==> src/rtl/stdout_line_arbiter_if.sv <==
// Producer/sink bundle for stdout_line_arbiter: per-port beat handshake plus
// the sink FIFO write port. The arbiter uses the slave modport.
interface stdout_line_arbiter_if #(
    parameter int unsigned N_PORTS = 4
);
    logic [N_PORTS-1:0]    req_valid_i;
    logic [32*N_PORTS-1:0] req_data_i;
    logic [N_PORTS-1:0]    req_ready_o;
    logic                  fifo_full_i;
    logic                  fifo_almost_full_i;
    logic                  fifo_rst_busy_i;
    logic                  fifo_wr_en_o;
    logic [31:0]           fifo_din_o;

    modport slave (
        input  req_valid_i, req_data_i, fifo_full_i, fifo_almost_full_i, fifo_rst_busy_i,
        output req_ready_o, fifo_wr_en_o, fifo_din_o
    );

    modport master (
        output req_valid_i, req_data_i, fifo_full_i, fifo_almost_full_i, fifo_rst_busy_i,
        input  req_ready_o, fifo_wr_en_o, fifo_din_o
    );
endinterface

==> src/rtl/stdout_line_arbiter.sv <==
// Line-atomic round-robin arbiter sharing one stdout FIFO write port.
// Optional per-port line / timeout statistics under STDOUT_ARB_STATS_EN.
module stdout_line_arbiter #(
    parameter  int unsigned N_PORTS        = 4,
    parameter  int unsigned TIMEOUT_CYCLES = 1024,
    localparam int unsigned IDX_W          = (N_PORTS > 1) ? $clog2(N_PORTS) : 1
) (
    input  logic                 clk_i,
    input  logic                 rst_ni,
    stdout_line_arbiter_if.slave bus,
    output logic [IDX_W-1:0]     owner_o,
    output logic                 locked_o,
`ifdef STDOUT_ARB_STATS_EN
    output logic [16*N_PORTS-1:0] stat_lines_o,
    output logic [15:0]           stat_timeouts_o,
`endif
    output logic                 timeout_o
);
    localparam int unsigned CNT_W = $clog2(TIMEOUT_CYCLES);
    localparam int unsigned CW    = IDX_W + 1;

    typedef enum logic {IDLE, LOCKED} state_e;

    state_e             state_q, state_d;
    logic [IDX_W-1:0]   owner_q, owner_d;
    logic [IDX_W-1:0]   rr_q, rr_d;
    logic [CNT_W-1:0]   cnt_q, cnt_d;
    logic               timeout_q, timeout_d;
    logic               wr_en_q;
    logic [31:0]        din_q;

    logic               sink_ok;
    logic               found;
    logic [IDX_W-1:0]   grant;
    logic [CW-1:0]      cand;
    logic [IDX_W-1:0]   sel;
    logic [31:0]        beat;
    logic [N_PORTS-1:0] rdy;
    logic               xfer;
    logic               is_nl;

    function automatic logic [IDX_W-1:0] next_idx(input logic [IDX_W-1:0] idx);
        if (idx == IDX_W'(N_PORTS - 1)) return '0;
        return idx + 1'b1;
    endfunction

    // wr_en_q && almost_full: the pending registered write takes the last slot
    assign sink_ok = !bus.fifo_full_i && !bus.fifo_rst_busy_i &&
                     !(wr_en_q && bus.fifo_almost_full_i);

    always_comb begin
        found = 1'b0;
        grant = '0;
        cand  = '0;
        for (int unsigned i = 0; i < N_PORTS; i++) begin
            cand = {1'b0, rr_q} + CW'(i);
            if (cand >= CW'(N_PORTS)) cand = cand - CW'(N_PORTS);
            if (!found && bus.req_valid_i[cand[IDX_W-1:0]]) begin
                found = 1'b1;
                grant = cand[IDX_W-1:0];
            end
        end
    end

    always_comb begin
        state_d   = state_q;
        owner_d   = owner_q;
        rr_d      = rr_q;
        cnt_d     = cnt_q;
        timeout_d = 1'b0;
        rdy       = '0;
        sel       = (state_q == IDLE) ? grant : owner_q;

        if (state_q == IDLE) begin
            if (sink_ok && found) rdy[grant] = 1'b1;
        end else begin
            rdy[owner_q] = sink_ok;
        end
        rdy = rst_ni ? rdy : '0;

        beat = '0;
        for (int unsigned p = 0; p < N_PORTS; p++) begin
            if (IDX_W'(p) == sel) beat = bus.req_data_i[32*p +: 32];
        end
        xfer  = |(rdy & bus.req_valid_i);
        is_nl = (beat[7:0] == 8'h0A);

        case (state_q)
            IDLE: begin
                if (xfer) begin
                    if (is_nl) begin
                        rr_d = next_idx(grant);
                    end else begin
                        state_d = LOCKED;
                        owner_d = grant;
                        cnt_d   = '0;
                    end
                end
            end
            LOCKED: begin
                if (xfer) begin
                    cnt_d = '0;
                    if (is_nl) begin
                        state_d = IDLE;
                        rr_d    = next_idx(owner_q);
                    end
                end else if (cnt_q == CNT_W'(TIMEOUT_CYCLES - 1)) begin
                    state_d   = IDLE;
                    timeout_d = 1'b1;
                    rr_d      = next_idx(owner_q);
                    cnt_d     = '0;
                end else begin
                    cnt_d = cnt_q + 1'b1;
                end
            end
            default: state_d = IDLE;
        endcase
    end

    always_ff @(posedge clk_i or negedge rst_ni) begin
        if (!rst_ni) begin
            state_q   <= IDLE;
            owner_q   <= '0;
            rr_q      <= '0;
            cnt_q     <= '0;
            timeout_q <= 1'b0;
            wr_en_q   <= 1'b0;
            din_q     <= '0;
        end else begin
            state_q   <= state_d;
            owner_q   <= owner_d;
            rr_q      <= rr_d;
            cnt_q     <= cnt_d;
            timeout_q <= timeout_d;
            wr_en_q   <= xfer;
            if (xfer) din_q <= {8'h00, beat[23:0]};
        end
    end

    assign bus.req_ready_o  = rdy;
    assign bus.fifo_wr_en_o = wr_en_q;
    assign bus.fifo_din_o   = din_q;
    assign owner_o          = owner_q;
    assign locked_o         = (state_q == LOCKED);
    assign timeout_o        = timeout_q;

`ifdef STDOUT_ARB_STATS_EN
    logic [N_PORTS-1:0][15:0] lines_q;
    logic [15:0]              tos_q;

    always_ff @(posedge clk_i or negedge rst_ni) begin
        if (!rst_ni) begin
            lines_q <= '0;
            tos_q   <= '0;
        end else begin
            for (int unsigned p = 0; p < N_PORTS; p++) begin
                if (xfer && is_nl && sel == IDX_W'(p) && lines_q[p] != '1)
                    lines_q[p] <= lines_q[p] + 1'b1;
            end
            if (timeout_q && tos_q != '1) tos_q <= tos_q + 1'b1;
        end
    end

    assign stat_lines_o    = lines_q;
    assign stat_timeouts_o = tos_q;
`endif
endmodule

==> src/flat_wrapper.sv <==
// flat-port wrapper written by rule: the top's interface ports become plain ports
module stdout_line_arbiter_flat 
#(
    parameter  int unsigned N_PORTS        = 4,
    parameter  int unsigned TIMEOUT_CYCLES = 1024,
    localparam int unsigned IDX_W          = (N_PORTS > 1) ? $clog2(N_PORTS) : 1
)
  (clk_i, rst_ni, owner_o, locked_o, timeout_o, bus_req_valid_i, bus_req_data_i, bus_fifo_full_i, bus_fifo_almost_full_i, bus_fifo_rst_busy_i, bus_req_ready_o, bus_fifo_wr_en_o, bus_fifo_din_o);
  stdout_line_arbiter_if #(.N_PORTS(N_PORTS)) bus_i ();
  input  logic clk_i;
  input  logic rst_ni;
  output logic [IDX_W-1:0] owner_o;
  output logic locked_o;
  output logic timeout_o;
  input wire logic [$bits(bus_i.req_valid_i)-1:0] bus_req_valid_i;
  input wire logic [$bits(bus_i.req_data_i)-1:0] bus_req_data_i;
  input wire logic [$bits(bus_i.fifo_full_i)-1:0] bus_fifo_full_i;
  input wire logic [$bits(bus_i.fifo_almost_full_i)-1:0] bus_fifo_almost_full_i;
  input wire logic [$bits(bus_i.fifo_rst_busy_i)-1:0] bus_fifo_rst_busy_i;
  output wire logic [$bits(bus_i.req_ready_o)-1:0] bus_req_ready_o;
  output wire logic [$bits(bus_i.fifo_wr_en_o)-1:0] bus_fifo_wr_en_o;
  output wire logic [$bits(bus_i.fifo_din_o)-1:0] bus_fifo_din_o;
  assign bus_i.req_valid_i = bus_req_valid_i;
  assign bus_i.req_data_i = bus_req_data_i;
  assign bus_i.fifo_full_i = bus_fifo_full_i;
  assign bus_i.fifo_almost_full_i = bus_fifo_almost_full_i;
  assign bus_i.fifo_rst_busy_i = bus_fifo_rst_busy_i;
  assign bus_req_ready_o = bus_i.req_ready_o;
  assign bus_fifo_wr_en_o = bus_i.fifo_wr_en_o;
  assign bus_fifo_din_o = bus_i.fifo_din_o;
  stdout_line_arbiter #(.N_PORTS(N_PORTS), .TIMEOUT_CYCLES(TIMEOUT_CYCLES)) u_core (.clk_i(clk_i), .rst_ni(rst_ni), .bus(bus_i), .owner_o(owner_o), .locked_o(locked_o), .timeout_o(timeout_o));
endmodule
==> config.mk <==
export PLATFORM = sky130hd
export DESIGN_NAME = stdout_line_arbiter_flat
export DESIGN_NICKNAME = d
export VERILOG_FILES = /design/src/rtl/stdout_line_arbiter_if.sv /design/src/rtl/stdout_line_arbiter.sv /design/src/flat_wrapper.sv
export SDC_FILE = /design/constraint.sdc
export NUM_CORES = 1
export LEC_CHECK = 0
export CAP_MARGIN = 25
export CORE_MARGIN = 2
export CORE_UTILIZATION = 35
export DETAILED_ROUTE_END_ITERATION = 10
export MAX_ROUTING_LAYER = met4
export PLACE_DENSITY = 0.83
export SYNTH_ARGS = -nofsm -noshare
export SYNTH_HDL_FRONTEND = slang
export SYNTH_SLANG_ARGS = --single-unit
==> constraint.sdc <==
create_clock -name clk_i -period 2.7 [get_ports clk_i]
set_input_delay 0.54 -clock clk_i [delete_from_list [all_inputs] [get_ports clk_i]]
set_output_delay 0.54 -clock clk_i [all_outputs]
set_load 0.05 [all_outputs]
# == Word-level counts from Yosys, hierarchy flattened ==
# Index checks and enable logic that the tools add are counted.
# word_totals
input_bits,137
register_bits,41
out_inout_bits,41
elab_cells,132
# op_classes
add_sub_neg,10
reduce_logical,20
eq_ne,12
mux,67
magnitude_cmp,12
n_bitwise,4
# ops
operator,n
24-bit 2-to-1 mux,4
10-bit 2-to-1 mux,4
2-bit 2-to-1 mux,19
1-bit 2-to-1 mux,28
10-bit case mux with 2 select lines,1
2-bit by 3-bit less-than comparator with 1-bit output (second input constant),6
4-bit 2-to-1 mux,3
10-bit by 1-bit adder with 10-bit output (second input constant),1
10-bit equality test (second input constant),1
3-bit greater-or-equal comparator (second input constant),3
1-bit logical AND,9
4-bit AND,2
1-bit binary-select mux with 2-bit select,4
8-bit by 4-bit equality test with 1-bit output (second input constant),1
2-bit by 1-bit subtractor with 2-bit output (second input constant),4
2-bit by 2-bit adder with 3-bit output (second input constant),2
1-bit zero test,6
3-bit != test (second input constant),2
2-bit by 1-bit adder with 2-bit output (second input constant),2
1-bit demux with 2-bit select,2
2-bit equality test (first input constant),2
2-bit equality test (second input constant),2
2-bit by 1-bit greater-or-equal comparator with 1-bit output (second input constant),2
2-bit by 1-bit != test with 1-bit output (second input constant),2
12 further kinds,13

# == Logic depth before layout (Yosys ltp) ==
# Gate-level depths: netlist (run 1).
# depth
depth_word,29
mapped_depth,15
depth_no_buf,14

# == Least setup slack after synthesis (run 1) ==
# Ideal clock, no wire load.
# synth_timing
kind,input-to-reg
from,in bus_req_valid_i[2]
to,reg u_core.rr_q[1]
path_buffers,0
required_time_ps,2572
stages,13
arrival_ps,3232
setup_time_ps,128
path_slack_ps,-660
cell_sequence,nor2b_1 nor2_1 a21oi_1 nor2_1 inv_1 ha_1 nand3_1 a21oi_1 and2_1 nor4_4 a311o_1 nand3_1 mux2_1
# synth_between
elab_chain_cells,23
elab_cells_between_ends,59
classes_between,1 x add/sub; 2 x order compare; 9 x eq/ne; 35 x mux; 1 x bitwise; 11 x reduce/logical
# synth_lines
item,line_no,source
from (decl),flat_wrapper.sv:15,input wire logic [$bits(bus_i.req_valid_i)-1:0] bus_req_valid_i;
1-bit binary-select mux with 2-bit select,stdout_line_arbiter.sv:58,if (!found && bus.req_valid_i[cand[IDX_W-1:0]]) begin
1-bit 2-to-1 mux (implied by the code),stdout_line_arbiter.sv:58,
1-bit 2-to-1 mux,stdout_line_arbiter.sv:58,
1-bit zero test,stdout_line_arbiter.sv:58,
1-bit logical AND,stdout_line_arbiter.sv:58,
1-bit 2-to-1 mux,stdout_line_arbiter.sv:58,
1-bit zero test,stdout_line_arbiter.sv:58,
1-bit logical AND,stdout_line_arbiter.sv:58,
(+4 left out),n/a,
named net u_core.grant[0],stdout_line_arbiter.sv:34,logic [IDX_W-1:0] grant;
(+4 left out),n/a,
4-bit 2-to-1 mux (*),stdout_line_arbiter.sv:75,if (sink_ok && found) rdy[grant] = 1'b1;
4-bit 2-to-1 mux (*),stdout_line_arbiter.sv:74,if (state_q == IDLE) begin
4-bit 2-to-1 mux (*),stdout_line_arbiter.sv:79,rdy = rst_ni ? rdy : '0;
named net bus_req_ready_o[2],flat_wrapper.sv:20,output wire logic [$bits(bus_i.req_ready_o)-1:0] bus_req_ready_o;
4-bit AND (*),stdout_line_arbiter.sv:85,xfer = |(rdy & bus.req_valid_i);
4-bit OR reduction (*),stdout_line_arbiter.sv:85,
"3-bit != test (no source line), or another cell as far along",n/a,
4-bit AND reduction (no source line) or 2-bit case mux with 2 select lines (tied branches),n/a,
to (signal assigned),stdout_line_arbiter.sv:132,rr_q <= rr_d;
to (decl),stdout_line_arbiter.sv:26,"logic [IDX_W-1:0] rr_q, rr_d;"
# The timed path passes the listed nets; every way through them passes the cells marked *. The select of a mux whose other input is x is not followed.
# A chain may end at the register's enable or synchronous reset.

# == Final worst setup path (run 1) ==
# layout_timing
from,in bus_req_valid_i[2]
to,reg u_core.cnt_q[3]
# layout_between
elab_chain_cells,23
elab_cells_between_ends,48
classes_between,2 x order compare; 6 x eq/ne; 28 x mux; 1 x bitwise; 11 x reduce/logical
# layout_lines
item,line_no,source
1-bit binary-select mux with 2-bit select,stdout_line_arbiter.sv:58,
1-bit 2-to-1 mux (implied by the code),stdout_line_arbiter.sv:58,
1-bit 2-to-1 mux,stdout_line_arbiter.sv:58,
1-bit zero test,stdout_line_arbiter.sv:58,
1-bit logical AND,stdout_line_arbiter.sv:58,
1-bit 2-to-1 mux,stdout_line_arbiter.sv:58,
1-bit zero test,stdout_line_arbiter.sv:58,
1-bit logical AND,stdout_line_arbiter.sv:58,
(+7 left out),n/a,
1-bit demux with 2-bit select,n/a,
4-bit 2-to-1 mux,stdout_line_arbiter.sv:75,
4-bit 2-to-1 mux,stdout_line_arbiter.sv:74,
4-bit 2-to-1 mux,stdout_line_arbiter.sv:79,
4-bit AND,stdout_line_arbiter.sv:85,
4-bit OR reduction,stdout_line_arbiter.sv:85,
10-bit 2-to-1 mux or 2-bit by 1-bit != test with 1-bit output (tied branches),n/a,
10-bit case mux with 2 select lines or 2-bit AND reduction (tied branches),n/a,
to (signal assigned),stdout_line_arbiter.sv:133,cnt_q <= cnt_d;
to (decl),stdout_line_arbiter.sv:27,"logic [CNT_W-1:0] cnt_q, cnt_d;"
# Parallel ways exist; a longest one is shown, timed or not. The select of a mux whose other input is x is not followed.

==> results of run 1 <==
==> report_power, final <==
part	internal, mW	total, mW	switching [mW]
logic	1.60	4.10	2.50
clock network	0.231	0.445	0.214
registers	0.884	1.11	0.228
==> final timing paths <==
| check | start | endpoint | cells past startpoint |
|---|---|---|---|
| min in group clk_i | u_core.bus.fifo_din_o[12]$_DFFE_PN0P_ | u_core.bus.fifo_din_o[12]$_DFFE_PN0P_ | 2 |
| min | rst_ni | u_core.cnt_q[2]$_DFFE_PN0P_ | 2 |
| max in group asynchronous | rst_ni | u_core.rr_q[0]$_DFFE_PN0P_ | 2 |
| max reg2reg | u_core.rr_q[0]$_DFFE_PN0P_ | u_core.cnt_q[3]$_DFFE_PN0P_ | 11 |
| max | bus_req_valid_i[2] | u_core.cnt_q[3]$_DFFE_PN0P_ | 12 |
| min reg2reg | u_core.bus.fifo_din_o[12]$_DFFE_PN0P_ | u_core.bus.fifo_din_o[12]$_DFFE_PN0P_ | 2 |
==> layout make-up <==
| cell class | instances | area [um^2] | area share, % |
|---|---|---|---|
| flip-flops and latches | 41 | 1030 | 19.8 |
| clock inverters | 1 | 5.00 | 0.0962 |
| clock buffers | 7 | 96.3 | 1.85 |
| multi-input cells | 357 | 2100 | 40.4 |
| inverters | 10 | 43.8 | 0.842 |
| repair buffers | 189 | 1790 | 34.4 |
| well taps | 108 | 135 | 2.60 |
==> flip-flops by register name, summed over array words and instances, names as in the netlist <==
register and cells:
u_core.bus.fifo_din_o 24, u_core.bus.fifo_wr_en_o 1, u_core.cnt_q 10, u_core.locked_o 1, u_core.owner_o 2, u_core.rr_q 2, u_core.timeout_o 1
==> worst max-delay path, delay by kind of cell <==
family / cells / cell delay [ns]
compound gates: 5 / 1.36
buf+inv: 4 / 0.60
simple gates: 3 / 0.34
==> routing by layer <==
layer  share of wire, %  GRT usage [%]  up-vias
li1                   -              -     1817
met1                 41           27.6     1754
met2                 50           41.1      158
met3                6.7           4.17       26
met4                2.0           6.94        0
met5                  0              -        -
==> what timing repair did <==
item	4_1_cts	5_1_grt
gates resized for setup	24	34
setup endpoints to repair	45	40
hold endpoints to repair	0	0
pin swaps	4	11
setup buffers	4	3
cloned	1	0
==> metrics by stage <==
stage	cells	utilization, %	setup slack [ns]
floorplan	442	-	-0.213
global placement	697	56.9	-0.680
detailed placement	697	56.9	-0.790
CTS	710	59.3	-0.0195
global route	713	60.5	-0.00451
finish	713	60.5	0.0877
==> cells in the final DEF (no fill, tap or decap), types with 3 or more instances in the layout <==
cell             synthesis  layout
a21oi_4                  0       4
buf_4                    8      49
a21oi_1                  8       3
inv_1                    8       6
buf_12                   0       4
nor2_2                   0       4
o21ai_1                  3       3
nand3_2                  0       4
nand4_1                  6       6
or3_1                    5       5
mux2i_1                  6       6
o21ai_0                 47      46
clkdlybuf4s50_1          0     128
mux2_2                   3       3
o31ai_1                  3       3
conb_1                   1       8
nand2_1                142     141
and2_1                   6       3
ha_1                     9       7
dfrtp_1                 41      38
a31oi_1                  4       3
dfrtp_2                  0       3
and2_4                   0       3
nand3_1                 50      46
nor2b_4                  0       4
clkbuf_2                 0       4
clkbuf_8                 0       7
nor2_1                  17      11
==> logic make-up after synthesis <==
kind of cell | Yosys count
compound gates | 84
simple gates | 246
fa+ha+maj | 9
buf+inv | 44
other cells | 1
mux | 10
flops | 41
==> key figures, run 1 <==
Placement
  – DP HPWL: about 8500 um
  – Area of placed instances: 0.00489 mm^2
  – RD Place Congestion: roughly 0.88
  – IO buf count: ~140

Timing
  – Pins Over Slew Limit: 0
  – Final count of negative-setup-slack endpoints: 0
  – FMAX: about 380 MHz
  – Hold Fails Final Rpt: 0
  – Relative slew slack: about 63%
  – Hold_ws: approximately 0.33 ns
  – Clk_skew: 0.00977 ns
  – Tmin final: 2.61 ns
  – Period utilisation layout: 96.8%
  – Worst-Margin Slew: approximately 0.56 ns
  – Setup_tns: 0 ns

Drt
  – Post-Route WL: around 11000 um
  – Initial DRC count: 192
  – DR vias: 3755
  – Drt first pass iters: 5
  – DRC Markers: 0
  – Routed Antenna Nets: 0
  – Average wire per standard cell: between 15 and 20 um
  – Vias/cell: ~5.3

Setup path
  – Slowest CP cell: a2111o_1
  – Setup CP Type: primary input to register
  – Critical Path Fanout Max: 5
  – R2R Setup Slk: 0.09 ns
  – Critical path's most frequent cell: buf_4
  – Crit start category: primary input
  – Worst path cell trace: clkbuf_2 -> nor2b_4 -> buf_4 -> a2111o_1 -> buf_4 -> a32oi_2 -> a32oi_2 -> a221o_1 -> o31ai_4 -> buf_4 -> nand3_1 -> nand3_1
  – Crit end category: register
  – Max stage delay on crit path: about 0.44 ns
  – Critical path data arrival time: 2.85 ns
  – Critical Path RT: just under 3 ns

Yosys
  – Synth Register Bits: just over 40
  – Dominant cells by area after synthesis: dfrtp_1, nand2_1, nand3_1
  – Synth top cells by count: nand2_1, nand3_1, o21ai_0, dfrtp_1, clkbuf_1
  – Synth Instances: 435
  – Synth Warn #: 0
  – Area leader, netlist: dfrtp_1
  – Compound-Gate Fraction of Synth Area: between 15 and 20%
  – Number of synthesized flops with an enable pin: 0
  – Synth Area in Simple Gates: a little over a third
  – Register area share after synthesis: about a third
  – Post-synth top area share: between 30% and 40%
  – Avg Inst Size Synth: slightly above 7 um^2
  – XOR/XNOR Fraction of Synth Area: 0%
  – Count leader, synth: nand2_1
  – Main synth FF type: dfrtp_1
  – FFs w/ async S/R, synth: between 90% and 100%
  – Synth Area in Adders: between 3 and 4%
  – Mapped Area: about 0.0031 mm^2
  – Largest family of logic cells by synthesized area: simple AND/OR/NAND/NOR gates
  – Mux share of post-synthesis cell area: 3.43%
  – Synth cell types: 52

Global routing
  – Largest net degree at the start of global routing: 42
  – Vias in the first global route: roughly 3800
  – Grt total ovfl: 0
  – First-pass GRT wire length: between 15000 and 20000 um
  – Global-route usage over all layers: between 20% and 30%
  – Initial antenna violation count: 0

Clocking
  – H-tree depth: 2
  – CTS tree: built
  – Root Driver: clkbuf_8
  – Clk buf depth: 2
  – Clk_lat worst skew: roughly 0.3 ns
  – Hold-fix buffers at CTS: 0
  – Cts bufs inserted: 5
  – Clock-pin slew on the worst setup and hold paths: about 0.08 ns
  – Num Clock Sinks: 41

Die
  – Die Y: about 100 um
  – # IOs: between 150 and 200
  – Starting Density: between 30% and 40%
  – Core Area: ~0.0086 mm^2
  – DIE WIDTH: 97.6 um
  – Row cnt: 34
  – Die footprint: ~0.0095 mm^2

Layout
  – Share of layout cells above drive strength 1: about a fifth
  – Layout net count: 750
  – Fin area: ~0.0052 mm^2
  – Antenna diodes: 0
  – Fill count: 733
  – Synth-to-layout area growth: 69.7%

Min path
  – Hold/Removal Path Class: primary input to async pin

Pwr
  – Static leakage: approximately 2.3 nW
  – Total chip power: between 5 and 6 mW
  – PwrDens: 1090 mW/mm^2
  – IR Drop Worst-Case VDD: about 0.6 mV

Run
  – Max Cap Viol: 0

Status
  – Status: finished clean
No activity file was read; power rests on OpenSTA's default activity.
==> run 2, diff against run 1 <==
--- a/config.mk
+++ b/config.mk
@@ -9,8 +9,9 @@
 export CORE_MARGIN = 2
 export CORE_UTILIZATION = 35
 export DETAILED_ROUTE_END_ITERATION = 10
+export GPL_ROUTABILITY_DRIVEN = 0
 export MAX_ROUTING_LAYER = met4
-export PLACE_DENSITY = 0.83
+export PLACE_DENSITY = 0.8
 export SYNTH_ARGS = -nofsm -noshare
 export SYNTH_HDL_FRONTEND = slang
 export SYNTH_SLANG_ARGS = --single-unit
==> constraint.sdc (replaced) <==
create_clock -name clk_i -period 2.85 [get_ports clk_i]
set_input_delay 0.57 -clock clk_i [delete_from_list [all_inputs] [get_ports clk_i]]
set_output_delay 0.57 -clock clk_i [all_outputs]
set_load 0.05 [all_outputs]
==> run 2 against run 1 <==
- the run now ends with negative setup slack left
- clock skew fell by 0.0034 ns
- power fell by 5.1%
- routed wire length fell by 0.77%
- highest routed layer unchanged
- clock power rose by 9.2%
- first-iteration DRC count fell by 20%
==> key figures, run 2 (synthesis gave the netlist of run 1 again) <==
Status
  – Status: complete, but fails checks
  – Violated checks: negative setup slack

Drt
  – DRC Markers: 0
  – Drt first pass iters: 4
  – DR vias: around 3800
  – Vias/cell: approximately 5.3
  – Average wire per standard cell: 15.5 um
  – Post-Route WL: roughly 11000 um
  – Initial DRC count: between 150 and 200
  – Routed Antenna Nets: 0

Timing
  – Hold Fails Final Rpt: 0
  – Relative slew slack: 63.6%
  – Tmin final: 2.85 ns
  – Worst-Margin Slew: between 0.5 and 0.6 ns
  – Period utilisation layout: 100%
  – Final count of negative-setup-slack endpoints: 1
  – Pins Over Slew Limit: 0
  – Clk_skew: 0.00640 ns
  – Crit path setup slack, layout: -0.00159 ns
  – FMAX: 351 MHz

Pwr
  – Seq pwr share: between 10% and 20%
  – Power share of the combinational group: just over 70%
  – Total chip power: 5.37 mW
  – Clock share of power: 9.1%
  – IR Drop Worst-Case VDD: just under 0.7 mV
  – Int Pwr: 2.60 mW
  – Switching power: about 2.8 mW
  – Static leakage: between 2 and 2.5 nW
  – Sw frac: about half
  – PwrDens: 1030 mW/mm^2

Global routing
  – Initial antenna violation count: 0
  – Vias in the first global route: between 3000 and 4000
  – Largest net degree at the start of global routing: 42
  – Global-route usage over all layers: between 20% and 30%
  – Grt total ovfl: 0
  – First-pass GRT wire length: about 18000 um

Layout
  – Antenna diodes: 0
  – Most frequent cells in the layout: nand2_1, clkdlybuf4s50_1, o21ai_0
  – Fin area: 0.00520 mm^2
  – Fin cells: roughly 710
  – Number of flip-flops under the largest register name: 24
  – Share of layout cells above drive strength 1: a little under a fifth
  – Synth-to-layout area growth: 69.7%
  – Most common cell after layout, fill and taps aside: nand2_1
  – Layout net count: around 750
  – Fill count: 720

Setup path
  – Critical Path Fanout Max: 6
  – Critical Path RT: 3.03 ns
  – Critical path data arrival time: between 3 and 4 ns
  – Crit start category: primary input
  – Setup CP Type: primary input to register
  – Crit end category: register

Placement
  – IO buf count: between 100 and 150
  – DP HPWL: 8120 um
  – Area of placed instances: 0.00487 mm^2
  – Cells after DPL: between 600 and 700

Die
  – Die footprint: approximately 0.0095 mm^2
  – Core Area: about 0.0086 mm^2
  – DIE WIDTH: 97.6 um
  – Starting Density: a little over a third
  – Row cnt: 34
  – # IOs: roughly 180
  – Die Y: just under 100 um

Clocking
  – Hold-fix buffers at CTS: 0
  – Num Clock Sinks: between 40 and 50
  – Clk_lat worst skew: ~0.29 ns
  – Cts bufs inserted: 5
  – Clock-pin slew on the worst setup and hold paths: ~0.08 ns
  – Clk buf depth: 2
  – CTS tree: built
  – H-tree depth: 2
  – Root Driver: clkbuf_8

Run
  – Max Cap Viol: 0

Min path
  – Hold/Removal Path Class: primary input to async pin
run 2: cell types whose count changed in the layout (fill, tap and decap cells not counted), moves of 2 or more:
cell / change
dfrtp_2: -2
nor2_2: -3
dfrtp_1: +2
nor2_1: +3
buf_6: +2
buf_4: -6
and2_1: -2
run 2: worst max-delay path: stages:
cell	delay [ns]
clkdlybuf4s15_1	0.22
nor2b_4	0.17
nor2_1	0.15
a21oi_1	0.11
nor2_2	0.22
inv_2	0.10
ha_4	0.17
nand3_4	0.08
a21oi_4	0.06
and2_4	0.16
nor4_4	0.28
buf_6	0.17
a311o_1	0.13
nand3_2	0.11
mux2_4	0.31
run 2: path summary, 6_finish.rpt:
check	depth (start not counted)	from	to	slack, ns
setup / recovery	15	bus_req_valid_i[2]	u_core.rr_q[1]$_DFFE_PN0P_	-0.002
hold / removal	2	rst_ni	u_core.timeout_o$_DFF_PN0_	0.36
setup reg to reg	14	u_core.rr_q[0]$_DFFE_PN0P_	u_core.rr_q[1]$_DFFE_PN0P_	0.07
hold reg to reg	2	u_core.bus.fifo_din_o[5]$_DFFE_PN0P_	u_core.bus.fifo_din_o[5]$_DFFE_PN0P_	0.49
max in group asynchronous	2	rst_ni	u_core.rr_q[1]$_DFFE_PN0P_	2.11
min in group clk_i	2	u_core.bus.fifo_din_o[5]$_DFFE_PN0P_	u_core.bus.fifo_din_o[5]$_DFFE_PN0P_	0.49
run 2: per-stage QoR:
step	utilization (%)	hold WS, ns	setup TNS [ns]	setup slack [ns]
after floorplan	-	0.274	-0.0928	-0.0928
after global placement	56.7	0.465	-19.27	-0.634
after detailed placement	56.7	0.476	-23.69	-0.712
after CTS	59.4	0.388	-0.0161	-0.0161
after global routing	60.5	0.422	-1.65	-0.146
final	60.5	0.359	-0.00159	-0.00159
run 2: final cells by class:
cell class | count | area, um^2 | share of cell area, %
Tap cell | 108 | 135 | 2.60
Sequential cell | 41 | 1030 | 19.8
Multi-Input combinational cell | 357 | 2120 | 40.7
Clock inverter | 2 | 37.5 | 0.722
Timing Repair Buffer | 184 | 1760 | 33.8
Clock buffer | 6 | 82.6 | 1.59
Inverter | 10 | 40.0 | 0.770
run 2: what timing repair did:
action	4_1_cts	5_1_grt
setup buffers	3	2
resized for setup	30	23
setup endpoints to repair	45	19
pin swaps	9	12
run 2: power by group through the flow:
stage	sequential, mW	clock, mW	combinational (mW)
finish	1.05	0.486	3.83
global route	1.08	0.527	4.22
CTS	1.04	0.497	3.73
detailed placement	1.04	0	3.63
global placement	1.03	0	3.52
floorplan	1.61	0	1.79
run 2: per-layer routing:
layer / vias up / wire (um) / global-route usage (%)
li1: 1805 / - / -
met1: 1733 / 4600 / 28.3
met3: 26 / 771 / 4.68
met2: 186 / 5340 / 38.6
met4: 0 / 266 / 5.88
met5: - / 0 / -
